`src/rtl/bus_fabric_pkg.sv`:
```
// bus_fabric_pkg: FSM states, fault-cause codes and sizing helper shared by the bus fabric.
package bus_fabric_pkg;
  localparam logic [1:0] ST_IDLE  = 2'd0;
  localparam logic [1:0] ST_WAIT  = 2'd1;
  localparam logic [1:0] ST_FAULT = 2'd2;
  localparam logic [1:0] FC_MISS  = 2'd0;
  localparam logic [1:0] FC_SLV   = 2'd1;
  localparam logic [1:0] FC_TMO   = 2'd2;
  localparam logic [1:0] FC_PROT  = 2'd3;
  function automatic int idx_w(input int n);
    return n > 1 ? $clog2(n) : 1;
  endfunction
endpackage

```
`src/rtl/bus_addr_decode.sv`:
```
// bus_addr_decode: priority address decoder, lowest-index hit wins; reports one-hot grant, index and miss.
module bus_addr_decode
  import bus_fabric_pkg::*;
#(
  parameter int N_SLV = 7,
  parameter int XLEN  = 32,
  parameter int SEL_W = idx_w(N_SLV),
  parameter logic [N_SLV*XLEN-1:0] SLV_BASE = '0,
  parameter logic [N_SLV*XLEN-1:0] SLV_MASK = '0
) (
  input  logic [XLEN-1:0]  addr,
  output logic [N_SLV-1:0] grant,
  output logic [SEL_W-1:0] idx,
  output logic             miss
);
  always_comb begin
    grant = '0;
    idx = '0;
    for (int i = N_SLV - 1; i >= 0; i--)
      if ((addr & SLV_MASK[i*XLEN +: XLEN]) == SLV_BASE[i*XLEN +: XLEN]) begin
        grant = '0;
        grant[i] = 1'b1;
        idx = SEL_W'(i);
      end
  end
  assign miss = ~|grant;
endmodule

```
`src/rtl/bus_fabric.sv`:
```
// bus_fabric: single-master fabric routing req/resp/rdata by address map, with outstanding
// tracking, response timeout, protocol checking and a sticky fault record.
module bus_fabric
  import bus_fabric_pkg::*;
#(
  parameter int N_SLV     = 7,
  parameter int XLEN      = 32,
  parameter int BUS_WIDTH = 32,
  parameter int ACC_W     = 2,
  parameter logic [N_SLV*XLEN-1:0] SLV_BASE = '0,
  parameter logic [N_SLV*XLEN-1:0] SLV_MASK = '0,
  parameter int TIMEOUT   = 256
) (
  input  logic                       clk,
  input  logic                       rstn,
  input  logic [XLEN-1:0]            bus_addr,
  input  logic                       bus_w_rb,
  input  logic [ACC_W-1:0]           bus_acc,
  input  logic [BUS_WIDTH-1:0]       bus_wdata,
  input  logic                       bus_req,
  output logic                       bus_resp,
  output logic [BUS_WIDTH-1:0]       bus_rdata,
  output logic [N_SLV-1:0]           s_req,
  input  logic [N_SLV-1:0]           s_resp,
  input  logic [N_SLV*BUS_WIDTH-1:0] s_rdata,
  input  logic [N_SLV-1:0]           s_fault,
  output logic                       fault,
  output logic [1:0]                 fault_code,
  output logic [XLEN-1:0]            fault_addr,
  output logic                       busy
);
  localparam int SEL_W = idx_w(N_SLV);
  logic [1:0] state_q, state_d, fault_code_q, fault_code_d, code;
  logic [SEL_W-1:0] sel_q, sel_d, idx;
  logic [XLEN-1:0] addr_q, addr_d, fault_addr_q, fault_addr_d;
  logic [31:0] cnt_q, cnt_d;
  logic fault_q, fault_d;
  logic [N_SLV-1:0] grant;
  logic miss, in_idle, in_wait, any_sf, sel_resp, resp_sel, accept, start;
  logic prot, tmo_hit, go_fault, unused_bcast;
  // Write-side signals fan out to the slaves at the SoC level; the fabric only carries them.
  assign unused_bcast = ^{bus_w_rb, bus_acc, bus_wdata};
  bus_addr_decode #(
    .N_SLV(N_SLV), .XLEN(XLEN), .SEL_W(SEL_W), .SLV_BASE(SLV_BASE), .SLV_MASK(SLV_MASK)
  ) u_dec (
    .addr(bus_addr), .grant(grant), .idx(idx), .miss(miss)
  );
  assign in_idle  = state_q == ST_IDLE;
  assign in_wait  = state_q == ST_WAIT;
  assign any_sf   = |s_fault;
  assign sel_resp = s_resp[sel_q];
  assign resp_sel = in_wait && sel_resp;
  assign accept   = bus_req && !any_sf && (in_idle || resp_sel);
  assign start    = accept && !miss;
  assign prot     = in_wait && bus_req && !sel_resp;
  // Timeout fires when the counter steps onto TIMEOUT-1, so the fault lands TIMEOUT cycles after the request.
  assign tmo_hit  = in_wait && !bus_req && !sel_resp && TIMEOUT != 0 && cnt_q + 32'd2 >= 32'(TIMEOUT);
  assign go_fault = !(state_q == ST_FAULT) && (any_sf || prot || tmo_hit || (accept && miss));
  assign code     = any_sf ? FC_SLV : prot ? FC_PROT : tmo_hit ? FC_TMO : FC_MISS;
  assign s_req     = start ? grant : '0;
  assign bus_resp  = resp_sel && !any_sf;
  assign bus_rdata = bus_resp ? s_rdata[sel_q*BUS_WIDTH +: BUS_WIDTH] : '0;
  assign busy       = in_wait;
  assign fault      = fault_q;
  assign fault_code = fault_code_q;
  assign fault_addr = fault_addr_q;
  always_comb begin
    state_d      = go_fault ? ST_FAULT : start ? ST_WAIT : resp_sel ? ST_IDLE : state_q;
    sel_d        = start ? idx : sel_q;
    addr_d       = start ? bus_addr : addr_q;
    cnt_d        = start ? '0 : in_wait ? cnt_q + 32'd1 : cnt_q;
    fault_d      = fault_q | go_fault;
    fault_code_d = go_fault ? code : fault_code_q;
    fault_addr_d = !go_fault ? fault_addr_q : (in_wait && (any_sf || tmo_hit)) ? addr_q : bus_addr;
  end
  always_ff @(posedge clk or negedge rstn) begin
    if (!rstn) begin
      state_q      <= ST_IDLE;
      sel_q        <= '0;
      addr_q       <= '0;
      cnt_q        <= '0;
      fault_q      <= 1'b0;
      fault_code_q <= FC_MISS;
      fault_addr_q <= '0;
    end else begin
      state_q      <= state_d;
      sel_q        <= sel_d;
      addr_q       <= addr_d;
      cnt_q        <= cnt_d;
      fault_q      <= fault_d;
      fault_code_q <= fault_code_d;
      fault_addr_q <= fault_addr_d;
    end
  end
endmodule

```
`config.mk`:
```
export PLATFORM = sky130hd
export DESIGN_NAME = bus_fabric
export DESIGN_NICKNAME = d
export VERILOG_FILES = /design/src/rtl/bus_fabric_pkg.sv /design/src/rtl/bus_addr_decode.sv /design/src/rtl/bus_fabric.sv
export SDC_FILE = /design/constraint.sdc
export NUM_CORES = 1
export LEC_CHECK = 0
export ABC_AREA = 1
export CORE_AREA = 2 2 150 152
export DETAILED_ROUTE_END_ITERATION = 7
export DIE_AREA = 0 0 152 154
export GPL_TIMING_DRIVEN = 0
export SLEW_MARGIN = 20
export SYNTH_ARGS = -nofsm -noshare
export SYNTH_HDL_FRONTEND = slang
export SYNTH_SLANG_ARGS = --single-unit
```
`constraint.sdc`:
```
create_clock -name clk -period 3 [get_ports clk]
set_input_delay 0.45 -clock clk [delete_from_list [all_inputs] [get_ports clk]]
set_output_delay 0.45 -clock clk [all_outputs]
set_load 0.1 [all_outputs]
```
==> flow_metrics.env <==
export IMPL_status="finished clean"
export IMPL_cts_sinks=101
export IMPL_path_cells="clkdlybuf4s50_1 -> nor4_1 -> and2_4 -> inv_1 -> nor2_4 -> inv_1 -> nor2_2 -> clkdlybuf4s15_2"
export IMPL_worst_path_most_repeated_cell="inv_1"
export IMPL_grt_overflow_total=0
export IMPL_synth_common_cells="nand2_1, inv_1, nor2_1"
export IMPL_netlist_instances=872
export IMPL_ant_nets=0
export IMPL_yosys_register_bits=101
export IMPL_vias=5866
export IMPL_finalWirelength_um=17300
export IMPL_viasPerCell=4.45
export IMPL_gp_congestion=0.910
export IMPL_root_buffer="clkbuf_16"
export IMPL_fin_skew_ps=6.41
export IMPL_maxSlewViolCount=0
export IMPL_rsz0062_at_grt="yes"
export IMPL_cts_tree="done"
export IMPL_crit_cells=8
export IMPL_grt_start_max_net_pins=53
export IMPL_yosys_cell_count_top_type="nand2_1"
export IMPL_power_density_mw_per_mm2=361
export IMPL_synth_edff_count=0
export IMPL_drcViolationCount=0
export IMPL_io_pins=384
export IMPL_std_cell_rows=54
export IMPL_ys_async_sr_fraction=1.00
export IMPL_fin_cells=1319
export IMPL_finalCritPeriodShare=0.962
export IMPL_setup_viol=0
export IMPL_min_period_ps=2890
export IMPL_finalHoldViolCount=0
export IMPL_final_area_mm2=0.00835
export IMPL_syn_area_mm2=0.00593
export IMPL_critical_path_top_delay_family="buffers and inverters"
export IMPL_synth_yosys_seq_area_share=0.426
export IMPL_synth_top_area_share=0.426
export IMPL_cp_start_kind="input pin"
export IMPL_die_x_um=152
export IMPL_htreeDepth=3
export IMPL_dp_cells=1302
export IMPL_start_util=0.273
export IMPL_critPathKind="in2out"
export IMPL_fmax_mhz=346
export IMPL_die_area_mm2=0.0234
export IMPL_reg2regPathDepth=19
export IMPL_power_leakage_nw=3.84
export IMPL_cpPeakStageDelay_ps=550
export IMPL_ys_top_cells_by_area="dfrtp_1, nand2_1, inv_1, nand3_1, nor2_1"
export IMPL_slowest_stage="clkdlybuf4s15_2"
export IMPL_place_area_mm2=0.00802
export IMPL_end_kind="primary output"
export IMPL_yosysWarnings=0
export IMPL_dieHeight_um=154
export IMPL_n_antenna_cell=0
export IMPL_ys_flop_type="dfrtp_1"
export IMPL_cp_max_fo=5
export IMPL_tightest_slew_ps=1030
export IMPL_crit_required_ps=2550
export IMPL_drt_iter0_drc=403
export IMPL_ys_types=37
export IMPL_drv_cap=0
export IMPL_hp_class="in2async"
export IMPL_core_mm2=0.0217
export IMPL_numCtsBuffers=9
export IMPL_clk_pin_slew_worst_paths_ps=70
export IMPL_grt_pass1_vias=5733
export IMPL_hold_worst_slack_ps=23.2
export IMPL_clock_path_buffers=2
export IMPL_grt_pass1_wl_um=28900
export IMPL_clk_latency_ps=360
export IMPL_syn_area_per_cell_um2=6.80
export IMPL_syn2layout_area_growth_pct=40.7
export IMPL_layout_drive_gt1_share=0.128
export IMPL_worstPathArrival_ps=2440
export IMPL_grt_util_all_layers=0.150
export IMPL_antenna_found_initial=0
export IMPL_critPathBufInv=4
export IMPL_synth_top_area_cell="dfrtp_1"
export IMPL_dp_final_hpwl_um=13000
export IMPL_wire_per_inst_um=13.1
export IMPL_drtPass1Iterations=7
export IMPL_slew_headroom=0.309
export IMPL_irDropWorstVdd_v=0.000276
export IMPL_port_buffers=144
export IMPL_nets=1345
==> where the power goes <==
group / switching (mW) / total, mW / internal (mW)
registers: 0.0144 / 1.40 / 1.38
clock network: 0.580 / 1.16 / 0.576
logic: 0.306 / 0.460 / 0.154
==> worst paths after layout <==
check                           startpoint  slack (ps)              to
max in group asynchronous             rstn        2340   fault_addr[4]
worst min-delay path                  rstn          20  fault_addr[23]
worst max register to register    cnt_q[1]         260   fault_addr[6]
worst max-delay path            s_fault[1]         110    bus_rdata[0]
worst min register to register       fault         480           fault
min in group clk                     fault         480           fault
==> metrics by stage <==
step,power [mW],setup WS (ps),TNS [ps],utilization
detailed placement,1.89,-953,-29900,0.370
finish,3.01,114,0,0.385
global route,3.12,2.05,0,0.385
global placement,1.88,-2650,-297340,0.368
CTS,3.06,-3.00,-9.37,0.384
floorplan,1.70,-9.70,-33.9,-
==> cell type report <==
type,instances,area (um^2)
clock buffers,9,225
plain buffers,35,230
flip-flops and latches,101,2530
inverters,149,566
multi-input cells,592,2880
repair buffers,146,1510
clock inverters,7,55.1
fillers,2307,13300
well taps,280,350
==> placed cells by master (no fill, tap or decap), types with 3 or more instances in the layout <==
cell type / count
nand2_1: 255
inv_1: 145
clkdlybuf4s50_1: 108
dfrtp_1: 101
nand3_1: 88
nor2_1: 69
o21ai_0: 54
buf_6: 36
nor2_4: 34
a21oi_1: 28
buf_4: 14
nor3_1: 13
clkbuf_1: 11
nor2_2: 10
clkbuf_16: 9
conb_1: 6
nand4_1: 5
buf_2: 4
a211oi_1: 3
xnor2_1: 3
nand3b_1: 3
ha_1: 3
inv_6: 3
==> metal layers <==
| metal | global-route usage | share of wire | vias to the layer above |
|---|---|---|---|
| li1 | - | - | 3001 |
| met1 | 0.199 | 0.46 | 2654 |
| met2 | 0.249 | 0.46 | 191 |
| met3 | 0.0355 | 0.065 | 20 |
| met4 | 0.0360 | 0.013 | 0 |
| met5 | 0 | 0 | - |
==> kinds of logic after synthesis <==
| kind of cell | Yosys count | synth area share |
|---|---|---|
| fa+ha+maj | 3 | 0.00633 |
| xor+xnor | 4 | 0.00591 |
| compound gates | 93 | 0.0835 |
| flops | 101 | 0.426 |
| simple gates | 486 | 0.346 |
| buf+inv | 184 | 0.132 |
| other cells | 1 | 0.000632 |
==> repair_timing <==
item	4_1_cts	5_1_grt
buffers inserted	1	0
pin swaps	1	0
gates resized for setup	220	16
setup endpoints to repair	35	63
hold buffers	0	0
==> sequential cells by signal, summed over array words and instances, names as in the netlist <==
register    count
state_q         2
fault_code      2
addr_q         32
fault           1
fault_addr     32
cnt_q          32
Power figures use the tool's default switching activity.
